## src/rtl/cond_unit.sv

```systemverilog
// Condition-code unit: holds the NZCV flag register, evaluates instruction
// condition fields, and stalls issue while flag-setting instructions are in flight.
module cond_unit #(
    parameter int MAX_PENDING = 3
) (
    input  logic                               clk_i,
    input  logic                               rst_ni,
    input  logic                               flag_we_i,
    input  logic [3:0]                         flags_i,
    input  logic                               issue_valid_i,
    input  logic [3:0]                         issue_cond_i,
    input  logic                               issue_sets_flags_i,
    input  logic                               flush_i,
    output logic                               issue_ready_o,
    output logic                               exec_valid_o,
    output logic                               exec_o,
    output logic [3:0]                         flags_o,
    output logic [$clog2(MAX_PENDING+1)-1:0]   pending_o,
    output logic                               err_o
);

    localparam int CW = $clog2(MAX_PENDING + 1);

    // ARM condition evaluation on an NZCV nibble ([3]=N, [2]=Z, [1]=C, [0]=V)
    function automatic logic cond_pass(input logic [3:0] cond, input logic [3:0] f);
        logic n, z, c, v, res;
        n = f[3];
        z = f[2];
        c = f[1];
        v = f[0];
        case (cond)
            4'd0:    res = z;
            4'd1:    res = !z;
            4'd2:    res = c;
            4'd3:    res = !c;
            4'd4:    res = n;
            4'd5:    res = !n;
            4'd6:    res = v;
            4'd7:    res = !v;
            4'd8:    res = c && !z;
            4'd9:    res = !c || z;
            4'd10:   res = (n == v);
            4'd11:   res = (n != v);
            4'd12:   res = !z && (n == v);
            4'd13:   res = z || (n != v);
            4'd14:   res = 1'b1;
            default: res = 1'b0;
        endcase
        return res;
    endfunction

    logic [3:0]    flags_r;
    logic [CW-1:0] pending_r;
    logic [2:0]    win_r;
    logic          err_r;
    logic          exec_valid_r;
    logic          exec_r;

    logic          dec_s;
    logic          inc_s;
    logic [CW-1:0] pend_eff_s;
    logic          needs_s;
    logic          ready_s;
    logic          accept_s;
    logic [3:0]    f_s;
    logic [CW-1:0] pending_nxt_s;
    logic          err_set_s;

    // Issue acceptance, forwarded flags and next pending count
    always_comb begin
        dec_s      = flag_we_i && (pending_r != {CW{1'b0}});
        pend_eff_s = pending_r - CW'(dec_s);
        needs_s    = (issue_cond_i != 4'd14) && (issue_cond_i != 4'd15);
        ready_s    = !flush_i
                     && !(needs_s && (pend_eff_s != {CW{1'b0}}))
                     && !(issue_sets_flags_i && (pend_eff_s == CW'(MAX_PENDING)));
        accept_s   = issue_valid_i && ready_s;
        inc_s      = accept_s && issue_sets_flags_i;
        // A writeback in this cycle is the final value a waiting instruction sees
        if (flag_we_i) begin
            f_s = flags_i;
        end else begin
            f_s = flags_r;
        end
        if (flush_i) begin
            pending_nxt_s = {CW{1'b0}};
        end else begin
            pending_nxt_s = pending_r + CW'(inc_s) - CW'(dec_s);
        end
        // Late writebacks from flushed instructions are tolerated during the window
        err_set_s = flag_we_i && (pending_r == {CW{1'b0}})
                    && (win_r == 3'd0) && !flush_i;
    end

    // Architectural state, flush window and registered issue results
    always_ff @(posedge clk_i) begin
        if (!rst_ni) begin
            flags_r      <= 4'b0000;
            pending_r    <= {CW{1'b0}};
            win_r        <= 3'd0;
            err_r        <= 1'b0;
            exec_valid_r <= 1'b0;
            exec_r       <= 1'b0;
        end else begin
            if (flag_we_i) begin
                flags_r <= flags_i;
            end
            pending_r <= pending_nxt_s;
            if (flush_i) begin
                win_r <= 3'd4;
            end else if (win_r != 3'd0) begin
                win_r <= win_r - 3'd1;
            end
            if (err_set_s) begin
                err_r <= 1'b1;
            end
            exec_valid_r <= accept_s;
            exec_r       <= accept_s && cond_pass(issue_cond_i, f_s);
        end
    end

    assign issue_ready_o = ready_s;
    assign exec_valid_o  = exec_valid_r;
    assign exec_o        = exec_r;
    assign flags_o       = flags_r;
    assign pending_o     = pending_r;
    assign err_o         = err_r;

endmodule

```

## config.mk

```make
export PLATFORM = sky130hd
export DESIGN_NAME = cond_unit
export DESIGN_NICKNAME = d
export VERILOG_FILES = /design/src/rtl/cond_unit.sv
export SDC_FILE = /design/constraint.sdc
export NUM_CORES = 1
export LEC_CHECK = 0
export BUFFER_PORTS_ARGS = -buffer_cell sky130_fd_sc_hd__buf_4
export CORE_MARGIN = 1
export CORE_UTILIZATION = 49
export CTS_CLUSTER_SIZE = 10
export DETAILED_ROUTE_END_ITERATION = 10
export PLACE_DENSITY = 0.81
export RECOVER_POWER = 50
export SLEW_MARGIN = 30
export SYNTH_ARGS = -nofsm -noshare
export SYNTH_HDL_FRONTEND = slang
export SYNTH_SLANG_ARGS = --single-unit
```

## constraint.sdc

```tcl
create_clock -name clk_i -period 2.82 [get_ports clk_i]
set_clock_uncertainty 0.15 [all_clocks]
set_input_delay 0.564 -clock clk_i [delete_from_list [all_inputs] [get_ports clk_i]]
set_output_delay 0.564 -clock clk_i [all_outputs]
set_load 0.02 [all_outputs]
```

=== Word-level counts from Yosys, hierarchy flattened ===
Cells that the tools add are included.
Widths: inputs -> output; s select.

* Bits in read-only memories: 0
* Word-level logic and storage cells: 67
* Bits in writable memories: 0
* Memories: 0
* Input port bits: 14
* Bits in registers: 12
* Latch bits: 0

* Shift operators: 0
* Add/subtract/negate cells: 4
* Mux-type cells: 5
* Multipliers: 0
* Magnitude comparators: 0
* Divide/modulo/power cells: 0
* Reductions and logical operators: 31
* Bitwise logic cells: 1
* Equality and inequality tests: 19

{| class="wikitable"
|+ Operators by type and width
! kind !! count
|-
| $eq 4x4->1 const B || 7
|-
| $eq 4x3->1 const B || 4
|-
| $pmux 1 s15 || 1
|-
| $logic_and 1x1->1 || 14
|-
| $eq 4x2->1 const B || 2
|-
| $ne 4x4->1 const B || 2
|-
| $logic_not 1->1 || 7
|-
| $mux 3 || 2
|-
| $reduce_bool 2->1 || 3
|-
| $eq 4x1->1 const B || 1
|-
| $logic_not 4->1 || 1
|-
| $mux 4 || 1
|-
| $sub 2x1->2 || 2
|-
| $logic_not 3->1 || 1
|-
| $reduce_bool 3->1 || 1
|-
| $sub 3x1->3 const B || 1
|-
| $add 2x1->2 || 1
|-
| $eq 2x2->1 const B || 1
|-
| $logic_not 2->1 || 1
|-
| $logic_or 1x1->1 || 2
|-
| $reduce_or 2->1 || 1
|-
| $eq 1x1->1 || 1
|-
| $mux 1 || 1
|-
| $ne 1x1->1 || 1
|-
| $not 1->1 || 1
|}

=== Depth between registers and ports, before layout ===
Gate-level depths: netlist of the first run.

* Depth in word-level cells: 12
* Mapped depth: 13
* Gate-level depth less buffers: 12

=== Worst setup path after synthesis of the first run ===
No wires, ideal clock.

* Kind: input to register
* Start: input port flag_we_i
* End: register pending_r[1], in the netlist pending_o[1]
* Library setup time: 116 ps
* Stages on the path: 13
* Data required time: 2554 ps
* Path slack: -120 ps
* Arrival time: 2674 ps
* Buffers on the path: 1
* Cell sequence: buf_6 > o21a_1 > ha_1 > nand2b_1 > a221oi_2 > and2_1 > nand2_1 > ha_1 > inv_1 > ha_1 > xor2_1 > xnor2_1 > nor2_1

* Cells in the longest elaborated chain, start to end: 11

{| class="wikitable"
|+ Ends and longest elaborated chain
! what !! RTL line !! RTL
|-
| start, declared || 8 || <nowiki>input logic flag_we_i,</nowiki>
|-
| $logic_and 1x1->1 (*) || 71 || <nowiki>dec_s = flag_we_i && (pending_r != {CW{1'b0}});</nowiki>
|-
| $sub 2x1->2 (*) || 72 || <nowiki>pend_eff_s = pending_r - CW'(dec_s);</nowiki>
|-
| $reduce_bool 2->1 || 75 || <nowiki>&& !(needs_s && (pend_eff_s != {CW{1'b0}}))</nowiki>
|-
| $logic_and 1x1->1 || 75 ||
|-
| $logic_not 1->1 || 75 ||
|-
| $logic_and 1x1->1 || 75 ||
|-
| $logic_and 1x1->1 (*) || 76 || <nowiki>&& !(issue_sets_flags_i && (pend_eff_s == CW'(MAX_PENDING)));</nowiki>
|-
| net issue_ready_o || 14 || <nowiki>output logic issue_ready_o,</nowiki>
|-
| $logic_and 1x1->1 (*) || 77 || <nowiki>accept_s = issue_valid_i && ready_s;</nowiki>
|-
| $logic_and 1x1->1 (*) || 78 || <nowiki>inc_s = accept_s && issue_sets_flags_i;</nowiki>
|-
| $add 2x1->2 (*) || 88 || <nowiki>pending_nxt_s = pending_r + CW'(inc_s) - CW'(dec_s);</nowiki>
|-
| $sub 2x1->2 (*) || 88 ||
|-
| end signal, assigned || 99 || <nowiki>pending_r <= {CW{1'b0}};</nowiki>
|-
| end signal, assigned || 108 || <nowiki>pending_r <= pending_nxt_s;</nowiki>
|-
| end, declared || 53 || <nowiki>logic [CW-1:0] pending_r;</nowiki>
|}

The timed path passes the listed nets; every way through them passes the cells marked *.
A chain may end at the register's enable or synchronous reset.

=== Worst setup path after layout of the first run ===
* Start: register pending_r[1], in the netlist pending_o[1]
* End: register pending_r[1], in the netlist pending_o[1]

* Cells in the longest elaborated chain, start to end: 12

{| class="wikitable"
|+ Ends and longest elaborated chain
! what !! RTL line
|-
| $reduce_bool 2->1 || 71
|-
| $logic_and 1x1->1 || 71
|-
| $sub 2x1->2 || 72
|-
| $reduce_bool 2->1 || 75
|-
| $logic_and 1x1->1 || 75
|-
| $logic_not 1->1 || 75
|-
| $logic_and 1x1->1 || 75
|-
| $logic_and 1x1->1 || 76
|-
| $logic_and 1x1->1 || 77
|-
| $logic_and 1x1->1 || 78
|-
| $add 2x1->2 || 88
|-
| $sub 2x1->2 (*) || 88
|}

Mark *: on every way between the ends. The rest lies on a longest branch, timed or not.

==> out/qor.csv, run 1 <==
stage,metric,value,unit
sta,tns,0,ns
floorplanning,die_area,1746,um2
floorplanning,coreArea,1383,um2
pwr,power_density,423.8,nW/um2
synth,ys_warn_count,0,
layout,layout_commonest_cell,buf_4,
sta,hold_viol,0,
cts,cts_tree,done,
outcome,outcome,"complete, no violations",
synth,synth_nets,107,
floorplanning,die_y,41.79,um
route,wirelength,1.683,mm
hold_path,hold_path.class,reg -> reg,
sta,worst_slew_pin_slew,0.3981,ns
global_routing,antenna_found_initial,0,
layout,regArea,240.2,um2
layout,layout-drive-gt1-share,23.21,%
job,drv_cap,0,
route,via_per_inst,5.638,
layout,fin_cells,127,
placement,place_congestion,0.7750,
route,wl_per_cell,13.25,um
sta,rsz0062_at_grt,no,
synth,ys_types,34,
layout,final_nets,134,
synth,synth_area_leaders,"dfxtp_1 (31%), ha_1 (9.7%), mux2i_1 (3.9%), inv_1 (3.9%), mux2_4 (3.9%)",
cts,cts_setup_buffers,0,
critical_path,cp_max_fo,6,
pwr,ir_worst_vdd,375.0,uV
critical_path,critPathLaunchType,flip-flop,
synth,synthCells,87,
sta,period_share,94.87,%
layout,final_util,70.14,%
synth,ys_seq_elements,12,
route,vias,716,
sta,max_clock_freq,373.8,MHz
critical_path,criticalPathCategory,reg -> reg,
cts,clock_latency,0.27,ns
placement,placed_cells,124,
cts,cts_root_buffer,clkbuf_4,
global_routing,grt.total_usage,22.68,%
cts,clock_sinks,12,
cts,postCtsHoldBufs,0,
layout,syn_to_final_growth,25.00,%
sta,fin_crit,2.675,ns
floorplanning,fp.dieW,41.79,um
pwr,p_leak,0.4575,nW
cts,cts_buffers,3,
synth,synth_top_area_cell,dfxtp_1,
cts,ctsResizeCount,0,
layout,fillCellCount,127,
route,antenna_left,0,
floorplanning,row_count,13,
placement,portBuffers,23,
route,route.detailed.drc,0,
sta,relSlewSlack,72.70,%
synth,syn_avg_cell_area,8.917,um2
global_routing,grt_max_degree,11,
cts,clockBufferDepth,2,
critical_path,cp-end-kind,flip-flop,
cts,ctsHtreeMaxLevel,1,
critical_path,critPathArrivalTime,2.69,ns
route,drtIter0Drc,11,
floorplanning,ios,24,
cts,path_clk_slew,0.06,ns
global_routing,grt.overflow.total,0,
synth,seq_area_frac_synth,30.97,%
critical_path,cp.required,2.83,ns
layout,insertedDiodeCount,0,
placement,hpwl,1.351,mm
sta,maxSlewViolCount,0,
layout,multi_input_area,493.0,um2
global_routing,grt_pass1_wl,2.980,mm
floorplanning,initial_core_util,56.11,%
route,drt_pass1_iterations,4,
synth,syn_area,775.7,um2
synth,yosysTopAreaCellShare,30.97,%
layout,layout_common_cells,"buf_4 (18), dfxtp_1 (12), inv_1 (8)",
sta,finalSetupViolCount,0,
global_routing,grt_pass1_vias,701,
## cells in the mapped netlist, drive strengths merged
master,n
nor2b,4
a21oi,4
nand3b,1
nand2,3
a221oi,1
and4b,1
o31ai,1
nand3,3
clkbuf,2
o21ai,2
nand2b,3
xor2,3
o21a,3
and2,3
nand4,1
a41oi,1
ha,6
mux2i,3
nor2,7
mux2,4
and3,1
xnor2,3
a31oi,1
dfxtp,12
nor3b,2
inv,8
a22oi,1
nor4,1
buf,1
o21bai,1
## metrics by stage
step	power [mW]	setup slack [ns]	hold slack, ns	area [um2]
4_1_cts	0.4203	0.1725	0.3200	996.0
2_1_floorplan	0.2733	-0.03539	0.3044	787.0
3_5_place_dp	0.3191	-0.01478	0.3041	973.4
3_3_place_gp	0.3134	0.03648	0.3037	973.4
6_report	0.4109	0.1448	0.3155	969.7
5_1_grt	0.4445	0.01891	0.3562	969.7
## power breakdown
group / leakage, nW / internal [mW] / total [mW] / switching, mW
sequential: 0.0985 / 0.181 / 0.187 / 0.00689
combinational: 0.345 / 0.0576 / 0.123 / 0.0652
clock: 0.0138 / 0.0495 / 0.101 / 0.0513
## per-layer routing
layer,global-route usage (%),wire [um],vias to the layer above
li1,-,-,350
met1,27.93,765,344
met2,37.19,804,20
met3,8.261,97,2
met4,5.806,16,0
met5,0,0,-
## cell type report
type                    count  share of cell area, %
multi-input cells          64                  50.84
clock buffers               3                  2.323
repair buffers             25                  17.03
inverters                   8                  3.097
flip-flops and latches     12                  24.77
well taps                  15                  1.935
## final timing paths
check                     from      endpoint  slack (ns)  cells past startpoint
setup / recovery  pending_o[1]  pending_o[1]        0.14                     12
hold / removal           err_o         err_o        0.32                      1
setup reg to reg  pending_o[1]  pending_o[1]        0.14                     12
hold reg to reg          err_o         err_o        0.32                      1
## registers in the layout, indices dropped and copies added (netlist names)
signal / count
pending_o: 2
err_o: 1
exec_valid_o: 1
win_r: 3
flags_o: 4
exec_o: 1
## critical path: stages (launching register included)
cell      delay [ns]
dfxtp_1         0.38
o21a_1          0.22
ha_1            0.31
nand2b_1        0.10
a221oi_4        0.28
and2_1          0.19
nand2_1         0.07
ha_1            0.26
inv_1           0.05
ha_1            0.15
xor2_1          0.20
xnor2_1         0.15
nor2_1          0.05
## kinds of logic after synthesis
| group | Yosys count | share of synthesized area, % |
|---|---|---|
| AND/OR/NAND/NOR | 30 | 21.45 |
| XOR/XNOR | 6 | 6.775 |
| AO/OA/AOI/OAI | 15 | 14.03 |
| multiplexers | 7 | 10.65 |
| flip-flops | 12 | 30.97 |
| buffers and inverters | 11 | 6.451 |
| adder cells (fa/ha/maj) | 6 | 9.677 |
Power figures use the tool's default switching activity.
==> run 2: changes to the inputs <==
--- a/config.mk
+++ b/config.mk
@@ -12,6 +12,7 @@
 export DETAILED_ROUTE_END_ITERATION = 10
 export PLACE_DENSITY = 0.81
 export RECOVER_POWER = 50
+export REMOVE_ABC_BUFFERS = 1
 export SLEW_MARGIN = 30
 export SYNTH_ARGS = -nofsm -noshare
 export SYNTH_HDL_FRONTEND = slang
==> out/qor.csv, run 2 (same netlist as run 1, synthesis figures left out) <==
stage,metric,value,unit
outcome,outcome,"complete, no violations",
cts,clock_sinks,12,
hold_path,hold_path_end,err_o,
global_routing,use_met2,35.94,%
layout,insertedDiodeCount,0,
sta,final.setup.worst_slack,0.2379,ns
route,wirelength,1.656,mm
cts,cts_root_buffer,clkbuf_4,
placement,placed_cells,124,
route,via_per_inst,5.578,
sta,hold_viol,0,
placement,portBuffers,23,
critical_path,rr_endpoint,pending_o[1],
cts,cts_buffers,3,
floorplanning,ios,24,
critical_path,worst_path_max_delay_cell,dfxtp_1,
critical_path,rr_startpoint,pending_o[1],
cts,postCtsHoldBufs,0,
route,wl_per_cell,12.94,um
floorplanning,die_y,41.79,um
cts,clock_latency,0.26,ns
cts,clockBufferDepth,2,
critical_path,cp.required,2.83,ns
global_routing,grt.total_usage,21.49,%
critical_path,cp.depth,12,
sta,finalSetupViolCount,0,
job,drv_cap,0,
layout,largest_register_ff_count,4,
sta,maxSlewViolCount,0,
floorplanning,initial_core_util,56.11,%
critical_path,cp-end-kind,flip-flop,
route,antenna_left,0,
cts,ctsHtreeMaxLevel,1,
layout,fin_cells,128,
cts,cts_setup_buffers,0,
floorplanning,die_area,1746,um2
hold_path,hold_depth,1,
sta,max_clock_freq,387.3,MHz
layout,fillCellCount,122,
global_routing,antenna_found_initial,0,
critical_path,cp_num_buf_inv,1,
sta,period_share,91.56,%
route,route.detailed.drc,0,
sta,holdWs,0.3165,ns
critical_path,critPathMaxStageDelay,0.38,ns
placement,placed_area,962.2,um2
critical_path,startpoint,pending_o[1],
sta,tns,0,ns
layout,syn_to_final_growth,25.32,%
critical_path,critPathMostFrequentCell,ha_1,
critical_path,path_cells,o21a_1 -> ha_1 -> nand2b_1 -> a221oi_2 -> and2_1 -> nand2_1 -> ha_1 -> inv_1 -> ha_1 -> xor2_1 -> xnor2_1 -> nor2_1,
cts,ctsResizeCount,0,
critical_path,cp_max_fo,6,
critical_path,crit_family,adder cells,
placement,hpwl,1.267,mm
global_routing,grt_pass1_wl,2.953,mm
critical_path,critPathLaunchType,flip-flop,
pwr,power_density,456.4,nW/um2
placement,place_ws,0.01666,ns
sta,worst_slew_pin_slew,0.3812,ns
hold_path,min_from,err_o,
pwr,ir_worst_vdd,296.4,uV
layout,final_nets,134,
placement,place_congestion,0.8369,
critical_path,critPathArrivalTime,2.59,ns
layout,layout-drive-gt1-share,23.89,%
cts,cts_tree,done,
hold_path,hold_path.class,reg -> reg,
route,vias,714,
global_routing,use_met1,27.32,%
floorplanning,fp.dieW,41.79,um
layout,layout_common_cells,"buf_4 (19), dfxtp_1 (12), inv_1 (8)",
global_routing,grt.overflow.total,0,
global_routing,grt_pass1_vias,680,
global_routing,grt_max_degree,11,
layout,fin_area,972.2,um2
critical_path,reg2regPathDepth,12,
global_routing,grt.busiest_layer,met2,
sta,relSlewSlack,73.86,%
critical_path,criticalPathCategory,reg -> reg,
route,drtIter0Drc,17,
cts,path_clk_slew,0.08,ns
global_routing,grtUsageMet3,3.478,%
pwr,p_leak,0.4644,nW
route,drt_pass1_iterations,4,
floorplanning,coreArea,1383,um2
layout,layout_commonest_cell,buf_4,
floorplanning,row_count,13,
sta,fin_crit,2.582,ns
critical_path,r2r_slack,0.24,ns
sta,rsz0062_at_grt,no,
## run 2: cell count changes in the layout (fill, tap and decap cells not counted)
cell,change
clkbuf_8,+1
buf_4,+1
a221oi_4,-1
a221oi_2,+1
clkbuf_4,-1
## run 2: worst reg2reg max path, delay by kind of cell (launching register included)
kind                       cells  cell delay, ns
adders and majority gates      3            0.71
AOI/OAI and AO/OA              2            0.50
DFF                            1            0.38
and+or+nand+nor                4            0.37
xor gates and xnor gates       2            0.32
buffers and inverters          1            0.05
## run 2: worst max path at each step
stage | end
after CTS | pending_o[1]
after global routing | pending_o[1]
after floorplan | pending_o[1]
after global placement | pending_o[1]
final | pending_o[1]
after detailed placement | pending_o[1]
## run 2: final cells by class
cell class	instances	area, um2	share of cell area, %
sequential	12	240.2	24.71
clock buffer	4	36.28	3.732
timing repair buffer	25	165.2	16.99
tap	15	18.77	1.931
inverter	8	30.03	3.089
multi-input combinational	64	481.7	49.55
## run 2: where the power goes
part / internal [mW] / leakage, nW / switching [mW]
Clock: 0.0783 / 0.0210 / 0.0584
Combinational: 0.0567 / 0.345 / 0.0635
Sequential: 0.180 / 0.0985 / 0.00649
Total: 0.315 / 0.464 / 0.128
## run 2: metal layers
layer	wire length [um]	share of wire (%)	up-vias
met3	96	5.8	4
met5	0	0	-
met2	794	48	26
met4	16	0.97	0
met1	748	45	335
li1	-	-	349
## run 2: metrics by stage
step | utilization (%) | total power [mW]
global placement | 69.59 | 0.3100
detailed placement | 69.59 | 0.3153
global route | 70.32 | 0.4760
floorplan | - | 0.2653
CTS | 72.22 | 0.4532
finish | 70.32 | 0.4437
